### config.mk
export PLATFORM = sky130hd
export DESIGN_NAME = itoa_tx_stream
export DESIGN_NICKNAME = d
export VERILOG_FILES = /design/src/rtl/itoa_tx_stream.sv
export SDC_FILE = /design/constraint.sdc
export NUM_CORES = 1
export LEC_CHECK = 0
export CORE_ASPECT_RATIO = 0.75
export CORE_MARGIN = 2
export CORE_UTILIZATION = 50
export CTS_CLUSTER_DIAMETER = 150
export DETAILED_ROUTE_END_ITERATION = 8
export PLACE_DENSITY = 0.72
export RECOVER_POWER = 25
export SYNTH_ARGS = -nofsm -noshare
export SYNTH_HDL_FRONTEND = slang
export SYNTH_SLANG_ARGS = --single-unit
### constraint.sdc
create_clock -name clk -period 4.3 [get_ports clk]
set_clock_uncertainty 0.2 [all_clocks]
set_input_delay 0.645 -clock clk [delete_from_list [all_inputs] [get_ports clk]]
set_output_delay 0.645 -clock clk [all_outputs]
set_load 0.01 [all_outputs]
### src/rtl/itoa_tx_stream.sv
// rtl/itoa_tx_stream.sv - streams an itoa32 decimal result as bytes with optional terminator
//
// Purpose: handshakes with an external itoa32 converter (load pulse / done flag),
// captures its ten ASCII digits and sends them MSB first over a valid/ready byte
// stream, stripping or blanking leading zeros, optionally followed by a terminator.
//
// Ports:
//   clk        - single clock, all state on rising edge
//   reset      - asynchronous active-low reset
//   start      - one-cycle request to convert and send the current value
//   busy       - high from accepted start until the final byte is transferred
//   itoa_load  - one-cycle load pulse to itoa32
//   itoa_done  - itoa32 done flag
//   CHAR9..0   - itoa32 ASCII digits, CHAR9 most significant
//   tx_data    - byte to downstream sink
//   tx_valid   - tx_data valid
//   tx_ready   - sink accepts byte when tx_valid and tx_ready are both high
//   tx_last    - high with the final byte of the string
module itoa_tx_stream #(
  parameter bit         TERM_EN   = 1'b1,
  parameter logic [7:0] TERM_CHAR = 8'h0D,
  parameter bit         LZ_MODE   = 1'b0
) (
  input  logic       clk,
  input  logic       reset,
  input  logic       start,
  output logic       busy,
  output logic       itoa_load,
  input  logic       itoa_done,
  input  logic [7:0] CHAR9,
  input  logic [7:0] CHAR8,
  input  logic [7:0] CHAR7,
  input  logic [7:0] CHAR6,
  input  logic [7:0] CHAR5,
  input  logic [7:0] CHAR4,
  input  logic [7:0] CHAR3,
  input  logic [7:0] CHAR2,
  input  logic [7:0] CHAR1,
  input  logic [7:0] CHAR0,
  output logic [7:0] tx_data,
  output logic       tx_valid,
  input  logic       tx_ready,
  output logic       tx_last
);

  typedef enum logic [2:0] {
    IDLE,
    LOAD,
    GAP,
    WAIT,
    SEND,
    TERM
  } state_t;

  state_t     r_state;
  logic [7:0] r_dig [10];
  logic [3:0] r_msd;
  logic [3:0] r_idx;
  logic       r_busy;
  logic       r_itoa_load;
  logic [7:0] r_tx_data;
  logic       r_tx_valid;
  logic       r_tx_last;

  logic [7:0] w_char [10];
  logic [3:0] w_msd;
  logic [3:0] w_start_idx;
  logic [3:0] w_idx_dec;
  logic       w_xfer;

  assign w_char[0] = CHAR0;
  assign w_char[1] = CHAR1;
  assign w_char[2] = CHAR2;
  assign w_char[3] = CHAR3;
  assign w_char[4] = CHAR4;
  assign w_char[5] = CHAR5;
  assign w_char[6] = CHAR6;
  assign w_char[7] = CHAR7;
  assign w_char[8] = CHAR8;
  assign w_char[9] = CHAR9;

  // itoa32 may present an unused digit position either as '0' or as NUL.
  function automatic logic is_zero(input logic [7:0] d);
    return (d == 8'h30) || (d == 8'h00);
  endfunction

  // Byte to send for digit d at position j, given the most significant
  // non-zero position msd. Positions above msd only exist on the wire in
  // fixed-field mode, where they are blanked; msd is 0 for a zero value so
  // the units digit always shows.
  function automatic logic [7:0] fmt(input logic [7:0] d, input logic [3:0] j,
                                     input logic [3:0] msd);
    if (!is_zero(d)) begin
      return d;
    end else if (LZ_MODE && (j > msd)) begin
      return 8'h20;
    end else begin
      return 8'h30;
    end
  endfunction

  always_comb begin
    w_msd = 4'd0;
    for (int i = 1; i < 10; i++) begin
      if (!is_zero(w_char[i])) begin
        w_msd = 4'(i);
      end
    end
  end

  assign w_start_idx = LZ_MODE ? 4'd9 : w_msd;
  assign w_idx_dec   = r_idx - 4'd1;
  assign w_xfer      = r_tx_valid & tx_ready;

  always_ff @(posedge clk or negedge reset) begin
    if (!reset) begin
      r_state     <= IDLE;
      r_msd       <= 4'd0;
      r_idx       <= 4'd0;
      r_busy      <= 1'b0;
      r_itoa_load <= 1'b0;
      r_tx_data   <= 8'h00;
      r_tx_valid  <= 1'b0;
      r_tx_last   <= 1'b0;
      for (int i = 0; i < 10; i++) begin
        r_dig[i] <= 8'h00;
      end
    end else begin
      case (r_state)
        IDLE: begin
          if (start) begin
            r_state     <= LOAD;
            r_busy      <= 1'b1;
            r_itoa_load <= 1'b1;
          end
        end

        LOAD: begin
          r_itoa_load <= 1'b0;
          r_state     <= GAP;
        end

        // The done flag is still high from the previous conversion here,
        // so it is not looked at until the converter has seen the load.
        GAP: begin
          r_state <= WAIT;
        end

        // First byte is formatted straight from the inputs so tx_valid
        // rises the cycle after done is sampled.
        WAIT: begin
          if (itoa_done) begin
            for (int i = 0; i < 10; i++) begin
              r_dig[i] <= w_char[i];
            end
            r_msd      <= w_msd;
            r_idx      <= w_start_idx;
            r_tx_valid <= 1'b1;
            r_tx_data  <= fmt(w_char[w_start_idx], w_start_idx, w_msd);
            r_tx_last  <= !TERM_EN && (w_start_idx == 4'd0);
            r_state    <= SEND;
          end
        end

        SEND: begin
          if (w_xfer) begin
            if (r_idx == 4'd0) begin
              if (TERM_EN) begin
                r_tx_data <= TERM_CHAR;
                r_tx_last <= 1'b1;
                r_state   <= TERM;
              end else begin
                r_tx_valid <= 1'b0;
                r_tx_last  <= 1'b0;
                r_busy     <= 1'b0;
                r_state    <= IDLE;
              end
            end else begin
              r_idx     <= w_idx_dec;
              r_tx_data <= fmt(r_dig[w_idx_dec], w_idx_dec, r_msd);
              r_tx_last <= !TERM_EN && (w_idx_dec == 4'd0);
            end
          end
        end

        TERM: begin
          if (w_xfer) begin
            r_tx_valid <= 1'b0;
            r_tx_last  <= 1'b0;
            r_busy     <= 1'b0;
            r_state    <= IDLE;
          end
        end

        default: begin
          r_state <= IDLE;
        end
      endcase
    end
  end

  assign busy      = r_busy;
  assign itoa_load = r_itoa_load;
  assign tx_data   = r_tx_data;
  assign tx_valid  = r_tx_valid;
  assign tx_last   = r_tx_last;

endmodule
# After elaboration in Yosys (flattened, before gate mapping)
# Cells that the tools add are included.
# op_classes
n_addsub	1
multipliers	0
div	0
n_lt_le_gt_ge	2
eq_ne	22
shifts	0
mux	41
n_bitwise	3
reduce_logical	37
# ops
operator	count
$eq 8x6->1 const B	11
$logic_not 8->1	11
$mux 8	9
$bmux 8 s4	2
$mux 4	10
$pmux 3 s6	1
$pmux 8 s2	1
$mux 3	5
$ne 2x2->1 const B	6
$logic_or 1x1->1	11
$ge 5x5->1 const B	2
$not 4->5	2
$reduce_and 3->1	3
$pmux 4 s2	1
$reduce_and 4->1	2
$reduce_bool 2->1	4
$mux 1	7
$eq 3x2->1 const B	2
$eq 3x3->1 const B	2
$pmux 1 s2	3
$reduce_and 5->1	1
$logic_not 4->1	1
$reduce_and 2->1	2
$sub 4x1->4 const B	1
6 further kinds	6
# word_totals
regBits	99
latch_bits	0
ram_bits	0
romBits	0
inputBits	85
out_inout_bits	12
word_cells	123
memories	0

# Logic depth before layout (Yosys ltp)
# Gate-level depths: netlist of run 1.
# logic_depth
ltp_word	20
ltp_mapped	15
depth_no_buf	11

# Worst setup path before layout of run 1
# OpenSTA, ideal clock, no wires.
# synth_path
path_type	register to register
from	register r_idx[0]
to	register r_tx_data[4] (netlist: tx_data[4])
setup_ps	134
arrival_ps	3484
path_slack_ps	482
stages_incl_launch_ff	14
period_less_slack_ps	3818
cell_sequence	dfrtp_1 > buf_2 > buf_2 > clkbuf_1 > inv_1 > ha_1 > clkbuf_1 > clkbuf_1 > mux4_2 > mux2i_1 > o22ai_1 > a31o_2 > a222oi_1 > o21ai_1
# synth_between
elab_chain_len	11
elab_cells_between_ends	13
# synth_lines
item	line	text
start, declared	58	logic [3:0] r_idx;
start signal, assigned	157	r_idx <= w_start_idx;
start signal, assigned	179	r_idx <= w_idx_dec;
$sub 4x1->4	112	assign w_idx_dec = r_idx - 4'd1;
$not 4->5 (implied by the code)	180	r_tx_data <= fmt(r_dig[w_idx_dec], w_idx_dec, r_msd);
$bmux 8 s4	180	
$mux 8 (implied by the code) (2 in series)	180	
$eq 8x6->1 / $logic_not 8->1 (equally long branches)	84	return (d == 8'h30) || (d == 8'h00);
$logic_or 1x1->1	84	
$mux 8	93	if (!is_zero(d)) begin
$mux 8 *	167	if (r_idx == 4'd0) begin
$mux 8 *	166	if (w_xfer) begin
$pmux 8 s2 *	129	case (r_state)
end signal, assigned	159	r_tx_data <= fmt(w_char[w_start_idx], w_start_idx, w_msd);
end signal, assigned	180	
end, declared	61	logic [7:0] r_tx_data;
# Every way passes the cells marked *; elsewhere a longest branch is shown, timed or not. The select of a mux whose other input is x is not followed.
# A chain may end at the register's enable or synchronous reset.

# Worst setup path after layout of run 1
# layout_path
from	input CHAR5[0]
to	register r_tx_data[4] (netlist: tx_data[4])
# layout_between
elab_chain_len	16
elab_cells_between_ends	18
# layout_lines
item	line	text
start, declared	34	input logic [7:0] CHAR5,
$eq 8x6->1 / $logic_not 8->1 (equally long branches)	84	
$logic_or 1x1->1	84	
$mux 4 (5 in series)	105	if (!is_zero(w_char[i])) begin
$not 4->5 (implied by the code)	159	
$bmux 8 s4 *	159	
$mux 8 (implied by the code) * (2 in series)	159	
$eq 8x6->1 / $logic_not 8->1 (equally long branches)	84	
$logic_or 1x1->1	84	
$mux 8 *	93	
$mux 8 *	152	if (itoa_done) begin
$pmux 8 s2 *	129	
# Marked as above.

==> metrics, run 1 <==
register area share after synthesis 0.4415; row count 33; Logic pwr share 0.468; Via density 5.945; synthesized net count 731; total number of H-tree levels 3; First DRT Iteration DRCs 495; Final Setup Violations 0; I/O Pins 97; Sw Ratio 0.3974; total grt overflow 0; Setup Total Neg Slack 0 ps; #FFs+latches synth 99; power share of the sequential group 0.349; min Tclk post-route 4091 ps; Syn Area/Cell 8.700 um2; CTS tree built; ANT cells 0; max_cap viols 0; crit-path max cell delay 560 ps; top cells by area, synth dfrtp_1 (44%), nand2_1 (16%), mux4_2 (7.2%); Top delay family on crit path simple AND/OR/NAND/NOR gates; Final Hold Fails 0; Final Power 4.667 mW; final cell count without fillers 896; area leader, netlist dfrtp_1; Root Buffer Master clkbuf_16; Synth Warn # 0; max-slew violation count 0; FF+latch area 2477 um2; peak supply drop 0.0003397 V; Lkg Pwr 3.213 nW; setup slack after placement -104.5 ps; crit path max-delay cell type or4_4; Worst-Skew Late Latency 350 ps; NetSw 1.854 mW; synthesized cell area 5612 um2; vias after detailed routing 5327; Most used DFF post-synth dfrtp_1; placed insts 880; clock network power share 0.183; post-cts sizing count 0; vias in the first global route 5133; Buf/Inv on CP 1; count of cell types in the netlist 65; Worst Path Required 4380 ps; Top cell by count, worst path o21ai_1; DRC errors left 0; Power Density 652.4 nW/um2; initial antenna violation count 0; cts bufs inserted 9; final critical-path setup slack 208.5 ps; outcome finished clean; Num Clock Sinks 99; Gate Count Post-Synth 645; clk buf depth 2; gr usage total 0.3182; area of the multi-input gates 2940 um2; crit-path cells clkdlybuf4s50_1 -> or4_4 -> or3b_4 -> or2_1 -> o21ai_1 -> nor2_1 -> nor3_1 -> o2111ai_1 -> or4_1 -> o21ai_1; Area growth syn-to-layout 27.47%; DRT Pass-1 Iters 6; Crit Path Class primary input to register; EDFF count, synth 0; CP max FO 6; first-pass GRT wire length 28970 um; share of cells above drive strength 1 0.1177; Async SR Flop Fraction 1.000; Die W 126.3 um; port buffer count 96; CP endpoint kind register; actual slew at the worst max-slew pin 995.0 ps; fin nets 838; Final GP Congestion 0.9526; relative slew slack 0.3367; CP arrival 4170 ps; worst min path class register to register; routed wire length 18630 um; hpwl dp 14220 um; Die Ht 95.75 um; CTS Hold Bufs 1; f_max 244.4 MHz; Synth top area share 0.4415; fillers 913; DIE AREA 12100 um2; Core Area 10940 um2; Int Power 2.812 mW; Avg WL per Cell 20.79 um; largest net degree at the start of global routing 78; Detail Route Antenna Nets 0; CP Launch Type primary input; Worst-path clk slew 70 ps; Initial Utilization 0.5129; RSZ-0062 raised after global routing false; fin crit share 0.9515; postcts setup bufs 0; post-layout util 0.6537
[registers in the layout, indices dropped and copies added (netlist names)]
name       count
busy           1
itoa_load      1
r_dig         80
r_idx          4
r_state        3
tx_data        8
tx_last        1
tx_valid       1
[layout make-up]
cell class                 instances  area share
multi-input combinational        502      0.4111
sequential                        99      0.3463
timing repair buffer             130      0.1691
clock buffer                      12     0.03726
tap                              140     0.02449
clock inverter                     3    0.006472
inverter                          10    0.005248
[worst paths after layout]
| kind | slack [ps] | startpoint | cells after the start | to |
|---|---|---|---|---|
| hold / removal | 270 | r_dig[52] | 2 | r_dig[52] |
| hold reg to reg | 270 | r_dig[52] | 2 | r_dig[52] |
| min in group asynchronous | 770 | reset | 2 | r_state[1] |
| setup reg to reg | 850 | r_idx[1] | 10 | tx_data[5] |
| max in group asynchronous | 1620 | reset | 3 | r_dig[55] |
| setup / recovery | 210 | CHAR5[0] | 10 | tx_data[4] |
[cell usage after synthesis (all sizes together) (3+ instances only)]
library cell / instances
o21ai: 31
mux4: 18
dfrtp: 99
inv: 10
o22ai: 10
buf: 12
nand2: 247
or2: 4
nor2: 44
or4: 3
a31o: 3
and2: 3
nor3: 5
a31oi: 4
clkbuf: 21
a211oi: 10
nand3: 10
nor4: 10
xnor2: 9
and3: 5
mux2i: 23
xor2: 3
a21oi: 18
a221oi: 3
[through the flow]
stage | hold slack (ps) | cell area (um2)
2_1_floorplan | 149.4 | 5612
3_3_place_gp | 252.4 | 6837
3_5_place_dp | 260.4 | 6837
4_1_cts | 276.1 | 7159
5_1_grt | 299.3 | 7153
6_report | 273.3 | 7153
[layer usage]
metal  vias up  GRT usage  wire length (um)
met5         -          0                 0
met4         0    0.07875               295
met3        31    0.07115              1632
met2       258     0.4731              8065
met1      2598     0.4756              8634
li1       2440          -                 -
[logic make-up (layout without fill, tap and decap cells)]
kind of cell / Yosys count / in the layout / share of synthesized area
XOR/XNOR: 12 / 12 / 0.01873
AND/OR/NAND/NOR: 340 / 340 / 0.2546
AO/OA/AOI/OAI: 107 / 107 / 0.1320
flip-flops: 99 / 99 / 0.4415
adder cells (fa/ha/maj): 1 / 1 / 0.002229
multiplexers: 42 / 42 / 0.1153
buffers and inverters: 44 / 155 / 0.03568
[cell usage in the layout, fill, tap and decap left out, drive strengths merged, types with 3 or more instances in the layout]
cell,netlist,final
a211oi,10,10
a21oi,18,18
a221oi,3,3
a31o,3,3
a31oi,4,4
and2,3,3
and3,5,5
buf,12,32
clkbuf,21,14
clkdlybuf4s50,0,92
dfrtp,99,99
dlygate4sd3,0,4
inv,10,10
mux2i,23,23
mux4,18,18
nand2,247,247
nand3,10,10
nor2,44,44
nor3,5,5
nor4,10,10
o21ai,31,31
o22ai,10,10
or2,4,4
or4,3,3
xnor2,9,9
xor2,3,3
[tightest hold or removal path, stage by stage (launching register included)]
cell     delay (ps)
dfrtp_1         340
nand2_1          50
nand2_1          60
[power by group through the flow]
stage	clock [mW]	combinational [mW]	sequential, mW
after detailed placement	0	2.15	1.63
after CTS	0.861	2.16	1.62
after global placement	0	2.11	1.60
after global routing	0.896	2.39	1.68
after floorplan	0	1.43	1.56
final	0.856	2.18	1.63
No activity file was read; power rests on OpenSTA's default activity.
==> run 2, diff against run 1 <==
GPL_ROUTABILITY_DRIVEN = 0   (was unset)
REMOVE_ABC_BUFFERS = 1   (was unset)
SLEW_MARGIN = 20   (was unset)
==> metrics, run 2 (same netlist as run 1, synthesis figures left out) <==
Crit Path Class primary input to register; Initial Utilization 0.5129 (unchanged); CP endpoint kind register; Avg WL per Cell 19.66 um (-5.5%); relative slew slack -0.4848 (-0.8215); total number of H-tree levels 3 (unchanged); max-slew violation count 43 (+43); Core Area 10940 um2 (unchanged); port buffer count 96 (unchanged); post-cts sizing count 0 (unchanged); Area growth syn-to-layout 24.84%; DRT Pass-1 Iters 6 (unchanged); actual slew at the worst max-slew pin 2227 ps (+1232 ps); initial antenna violation count 0 (unchanged); Worst Path Required 4320 ps (-60 ps); Setup Total Neg Slack 0 ps (unchanged); total grt overflow 0 (unchanged); share of cells above drive strength 1 0.09621 (-0.02152); worst min path class register to register; most frequent cells in the layout nand2_1 (246), dfrtp_1 (99), clkdlybuf4s50_1 (94); CTS tree built; Power Density 654.1 nW/um2 (+0.26%); commonest non-fill, non-tap cell in the layout nand2_1; Final Hold Fails 0 (unchanged); worst reg2reg setup slack 1110 ps (+260 ps); crit-path max cell delay 540 ps (-20 ps); max reg flops 80 (unchanged); CP arrival 3920 ps (-250 ps); First DRT Iteration DRCs 698 (+41%); area of the multi-input gates 2940 um2 (unchanged); fin nets 819 (-2.3%); largest net degree at the start of global routing 71 (-9.0%); vias in the first global route 5066 (-1.3%); max_cap viols 1 (+1); Biggest register r_dig; Die Ht 95.75 um (unchanged); CP max FO 16 (+10); peak supply drop 0.0002939 V (-13%); Top cell by count, worst path buf_4; failing checks capacitance limit, slew limit; Worst-path clk slew 70 ps (about the same); fillers 920 (+0.77%); ANT cells 0 (unchanged); routed wire length 17260 um (-7.3%); DIE AREA 12100 um2 (unchanged); fin crit share 0.9073 (-0.04417); Final Setup Violations 0 (unchanged); post-route cell area 7005 um2 (-2.1%); crit path max-delay cell type or4_4; f_max 256.3 MHz (+4.9%); DRC errors left 0 (unchanged); FF+latch area 2477 um2 (unchanged); Detail Route Antenna Nets 0 (unchanged); cts bufs inserted 9 (unchanged); Lkg Pwr 3.122 nW (-2.8%); hpwl dp 13170 um (-7.4%); I/O Pins 97 (unchanged); RSZ-0062 raised after global routing false; Via density 6.019 (+1.2%); CTS Hold Bufs 0 (-1); Num Clock Sinks 99 (unchanged); postcts setup bufs 0 (unchanged); vias after detailed routing 5285 (-0.79%); Placed Area 6701 um2 (-2.0%); Worst-Skew Late Latency 350 ps (about the same); gr usage total 0.2984 (-0.01979); min Tclk post-route 3902 ps (-189.9 ps); Die W 126.3 um (unchanged); outcome finished with violations; CP Launch Type primary input; clk buf depth 2 (unchanged); row count 33 (unchanged); Root Buffer Master clkbuf_16; crit-path cells clkdlybuf4s50_1 -> or4_4 -> or3b_4 -> a211oi_2 -> o21a_1 -> buf_4 -> buf_4 -> mux2i_1 -> a32o_1 -> nor3_1 -> a222oi_1 -> o21ai_1; first-pass GRT wire length 27650 um (-4.6%)
run 2: cell types whose count changed in the layout (fill, tap and decap cells not counted), sizes merged, moves of 2 or more:
cell and delta:
buf -18, clkbuf -2, clkinv +2, inv +2, clkdlybuf4s50 +2, dlygate4sd3 -3
run 2: area by class of cell:
type / instances / area share
Clock buffer: 10 / 0.03411
Clock inverter: 6 / 0.01036
Inverter: 10 / 0.005358
Multi-Input combinational cell: 502 / 0.4197
Sequential cell: 99 / 0.3536
Tap cell: 140 / 0.02500
Timing Repair Buffer: 111 / 0.1518
run 2: path summary, 6_finish.rpt:
kind / from / endpoint / cells past startpoint
max: CHAR5[1] / tx_data[4] / 12
min: r_dig[74] / r_dig[74] / 2
max reg2reg: r_idx[0] / tx_data[5] / 10
min reg2reg: r_dig[74] / r_dig[74] / 2
max in group asynchronous: reset / r_dig[49] / 2
min in group asynchronous: reset / tx_last / 1
run 2: worst max-delay path, delay by kind of cell:
kind	cells	cell delay, ps
AOI/OAI and AO/OA	5	1000
buffers and inverters	3	880
muxes	1	320
and+or+nand+nor	3	1070
run 2: stage by stage:
step,util,hold slack [ps],worst slack [ps],power (mW),std cells
after floorplan,-,149.4,501.4,2.953,611
after global placement,0.6125,253.1,261.6,3.646,862
after detailed placement,0.6125,257.4,176.4,3.720,862
after CTS,0.6409,92.28,466.9,4.573,878
after global routing,0.6403,290.2,235.8,4.888,878
final,0.6403,272.9,398.4,4.582,878
run 2: metal layers:
metal	part of all wire	routed length, um	GRT usage	up-vias
li1	-	-	-	2396
met1	0.43	7484	0.4348	2535
met2	0.43	7442	0.4512	320
met3	0.12	2019	0.07504	34
met4	0.018	311	0.07418	0
met5	0	0	0	-
run 2: power by group:
part           switching [mW]  leakage, nW  internal, mW  total [mW]
Sequential              0.267         1.22          1.36        1.62
Clock                   0.370        0.155         0.474       0.844
Combinational            1.16         1.74         0.953        2.12
==> run 3, diff against run 2 <==
ABC_AREA = 1   (was unset)
==> metrics, run 3 <==
outcome finished with violations; failing checks capacitance limit, slew limit; peak supply drop 0.0003103 V (+5.6%); total grt overflow 0 (unchanged); crit-path max cell delay 590 ps (+50 ps); post-route cell area 7142 um2 (+1.9%); CP max FO 18 (+2); commonest non-fill, non-tap cell in the layout nand2_1; DRT Pass-1 Iters 6 (unchanged); Avg WL per Cell 17.40 um (-11%); fin crit share 0.8353 (-0.07200); register area share after synthesis 0.4258 (-0.01567); Top cell by count, worst path nand3_1; area leader, netlist dfrtp_1; Int Power 2.566 mW (-7.8%); CP arrival 3670 ps (-250 ps); Setup Total Neg Slack 0 ps (unchanged); placed insts 996 (+16%); row count 34 (+3.0%); Post-synth top cells nand2_1 (168), o21ai_0 (115), dfrtp_1 (99), nand3_1 (90), inv_1 (87); crit-path cells clkdlybuf4s50_1 -> o211ai_1 -> a21oi_1 -> nand2_2 -> clkinv_2 -> nand2_4 -> a21oi_4 -> inv_2 -> nand3_1 -> nand3_1 -> nand3_1 -> nand2_1 -> nor2_1 -> nand3_1 -> nand2_1 -> nand2_1 -> a21oi_2; xor/xnor cell area share of the yosys netlist 0.005806 (-0.01292); f_max 278.4 MHz (+8.6%); Synth top area share 0.4258 (-0.01567); Die Ht 97.42 um (+1.7%); initial antenna violation count 0 (unchanged); clk buf depth 2 (unchanged); relative slew slack -0.007016 (+0.4778); DIE AREA 12520 um2 (+3.5%); clock network power share 0.175 (-0.009); gr usage total 0.2916 (-0.006799); First DRT Iteration DRCs 657 (-5.9%); Crit Path Class primary input to register; total number of H-tree levels 3 (unchanged); power share of the sequential group 0.359 (+0.005); final cell count without fillers 1012 (+15%); RSZ-0062 raised after global routing false; DRC errors left 0 (unchanged); CP endpoint kind register; CTS Hold Bufs 0 (unchanged); NetSw 1.884 mW (+4.7%); worst min path class register to register; Synth Warn # 0 (unchanged); largest net degree at the start of global routing 83 (+17%); final critical-path setup slack 708.0 ps (+309.6 ps); post-cts sizing count 0 (unchanged); fillers 1032 (+12%); mux cell area share after synthesis 0.04129 (-0.07398); Final Setup Violations 0 (unchanged); I/O Pins 97 (unchanged); #FFs+latches synth 99 (unchanged); largest family of logic cells by synthesized area simple AND/OR/NAND/NOR gates; CP Launch Type primary input; Logic pwr share 0.466 (+0.004); Gate Count Post-Synth 789 (+22%); Final Hold Fails 0 (unchanged); routed wire length 17610 um (+2.0%); Power Density 623.0 nW/um2 (-4.8%); count of cell types in the netlist 38 (-42%); min Tclk post-route 3592 ps (-309.6 ps); max-slew violation count 60 (+40%); Die W 128.6 um (+1.8%); ANT cells 0 (unchanged); max reg flops 80 (unchanged); postcts setup bufs 0 (unchanged); Area growth syn-to-layout 22.75%; first-pass GRT wire length 28430 um (+2.8%); Worst Path Required 4380 ps (+60 ps); max_cap viols 1 (unchanged); most frequent cells in the layout nand2_1 (167), o21ai_0 (115), dfrtp_1 (99); top-count cell post-synth nand2_1; Biggest register r_dig; actual slew at the worst max-slew pin 1511 ps (-716.6 ps); vias after detailed routing 5893 (+12%); CTS tree built; share of cells above drive strength 1 0.05530 (-0.04091); Via density 5.823 (-3.3%); Root Buffer Master clkbuf_16; setup slack after placement 479.5 ps (+303.2 ps); Worst-path clk slew 70 ps (about the same); Async SR Flop Fraction 1.000 (unchanged); Most used DFF post-synth dfrtp_1; Detail Route Antenna Nets 0 (unchanged); cts bufs inserted 9 (unchanged); Final Power 4.449 mW (-2.9%); Lkg Pwr 3.423 nW (+9.6%); crit path max-delay cell type clkdlybuf4s50_1; Num Clock Sinks 99 (unchanged); top cells by area, synth dfrtp_1 (43%), nand2_1 (11%), o21ai_0 (9.9%); Adder-Cell Fraction of Synth Area 0.002151 (-0.00007912); vias in the first global route 5574 (+10%); Core Area 11490 um2 (+5.0%); EDFF count, synth 0 (unchanged); Syn Area/Cell 7.374 um2 (-15%); Worst-Skew Late Latency 350 ps (about the same); Sw Ratio 0.4234 (+0.03069); Synth Area in Compound Gates 0.1770 (+0.04499); Initial Utilization 0.5065 (-0.006329); Placed Area 6864 um2 (+2.4%); hpwl dp 13000 um (-1.2%); port buffer count 96 (unchanged); fin nets 949 (+16%); synthesized cell area 5818 um2 (+3.7%); Simple-Gate Fraction of Synth Area 0.2548 (about the same)
run 3: cell types whose count changed in the layout (fill, tap and decap cells not counted), sizes merged, moves of 7 or more:
cell,delta
inv,+81
mux2,+7
mux2i,-8
mux4,-18
nand2,-76
nand3,+80
nand4,+10
nor2,+23
nor4,-8
o211ai,+14
o21ai,+85
o22ai,-9
o32ai,+9
xnor2,-7
run 3: cell families after synthesis:
logic type | after synthesis
xor+xnor | 3
flops | 99
compound gates | 177
mux | 23
simple gates | 347
fa+ha+maj | 1
buf+inv | 139
run 3: power by group through the flow:
stage / registers [mW] / clock network (mW) / logic, mW
after floorplan: 1.60 / 0 / 1.31
after global placement: 1.58 / 0 / 2.00
after detailed placement: 1.60 / 0 / 2.04
after CTS: 1.59 / 0.791 / 2.06
after global routing: 1.64 / 0.818 / 2.32
final: 1.60 / 0.779 / 2.07
run 3: per-stage QoR:
step,utilization,hold WS (ps)
6_report,0.6218,282.3
4_1_cts,0.6220,196.7
5_1_grt,0.6218,304.4
2_1_floorplan,-,149.4
3_3_place_gp,0.5976,262.3
3_5_place_dp,0.5976,268.1
run 3: worst paths after layout:
check,from,to,slack [ps],cells past startpoint
hold / removal,r_dig[67],r_dig[67],280,2
min in group asynchronous,reset,r_dig[33],460,1
setup / recovery,CHAR9[5],tx_data[5],710,17
hold reg to reg,r_dig[67],r_dig[67],280,2
setup reg to reg,r_idx[1],tx_data[5],1130,10
max in group asynchronous,reset,tx_data[5],2350,2
run 3: per-layer routing:
metal	track usage	share of wire	wire length, um
met3	0.05837	0.098	1723
met4	0.1045	0.029	519
met2	0.4202	0.42	7409
met1	0.4362	0.45	7959
met5	0	0	0
run 3: area by class of cell:
| type | instances | area [um2] | share of cell area |
|---|---|---|---|
| multi-input cells | 551 | 2806 | 0.3930 |
| clock inverters | 5 | 37.54 | 0.005256 |
| clock buffers | 11 | 242.7 | 0.03399 |
| repair buffers | 104 | 1028 | 0.1440 |
| flip-flops and latches | 99 | 2477 | 0.3469 |
| inverters | 98 | 369.1 | 0.05168 |
| well taps | 144 | 180.2 | 0.02523 |
run 3: critical path: cells and delay by family:
| kind | cells | cell delay [ps] |
|---|---|---|
| and+or+nand+nor | 10 | 1130 |
| AOI/OAI and AO/OA | 4 | 890 |
| buffers and inverters | 3 | 1000 |
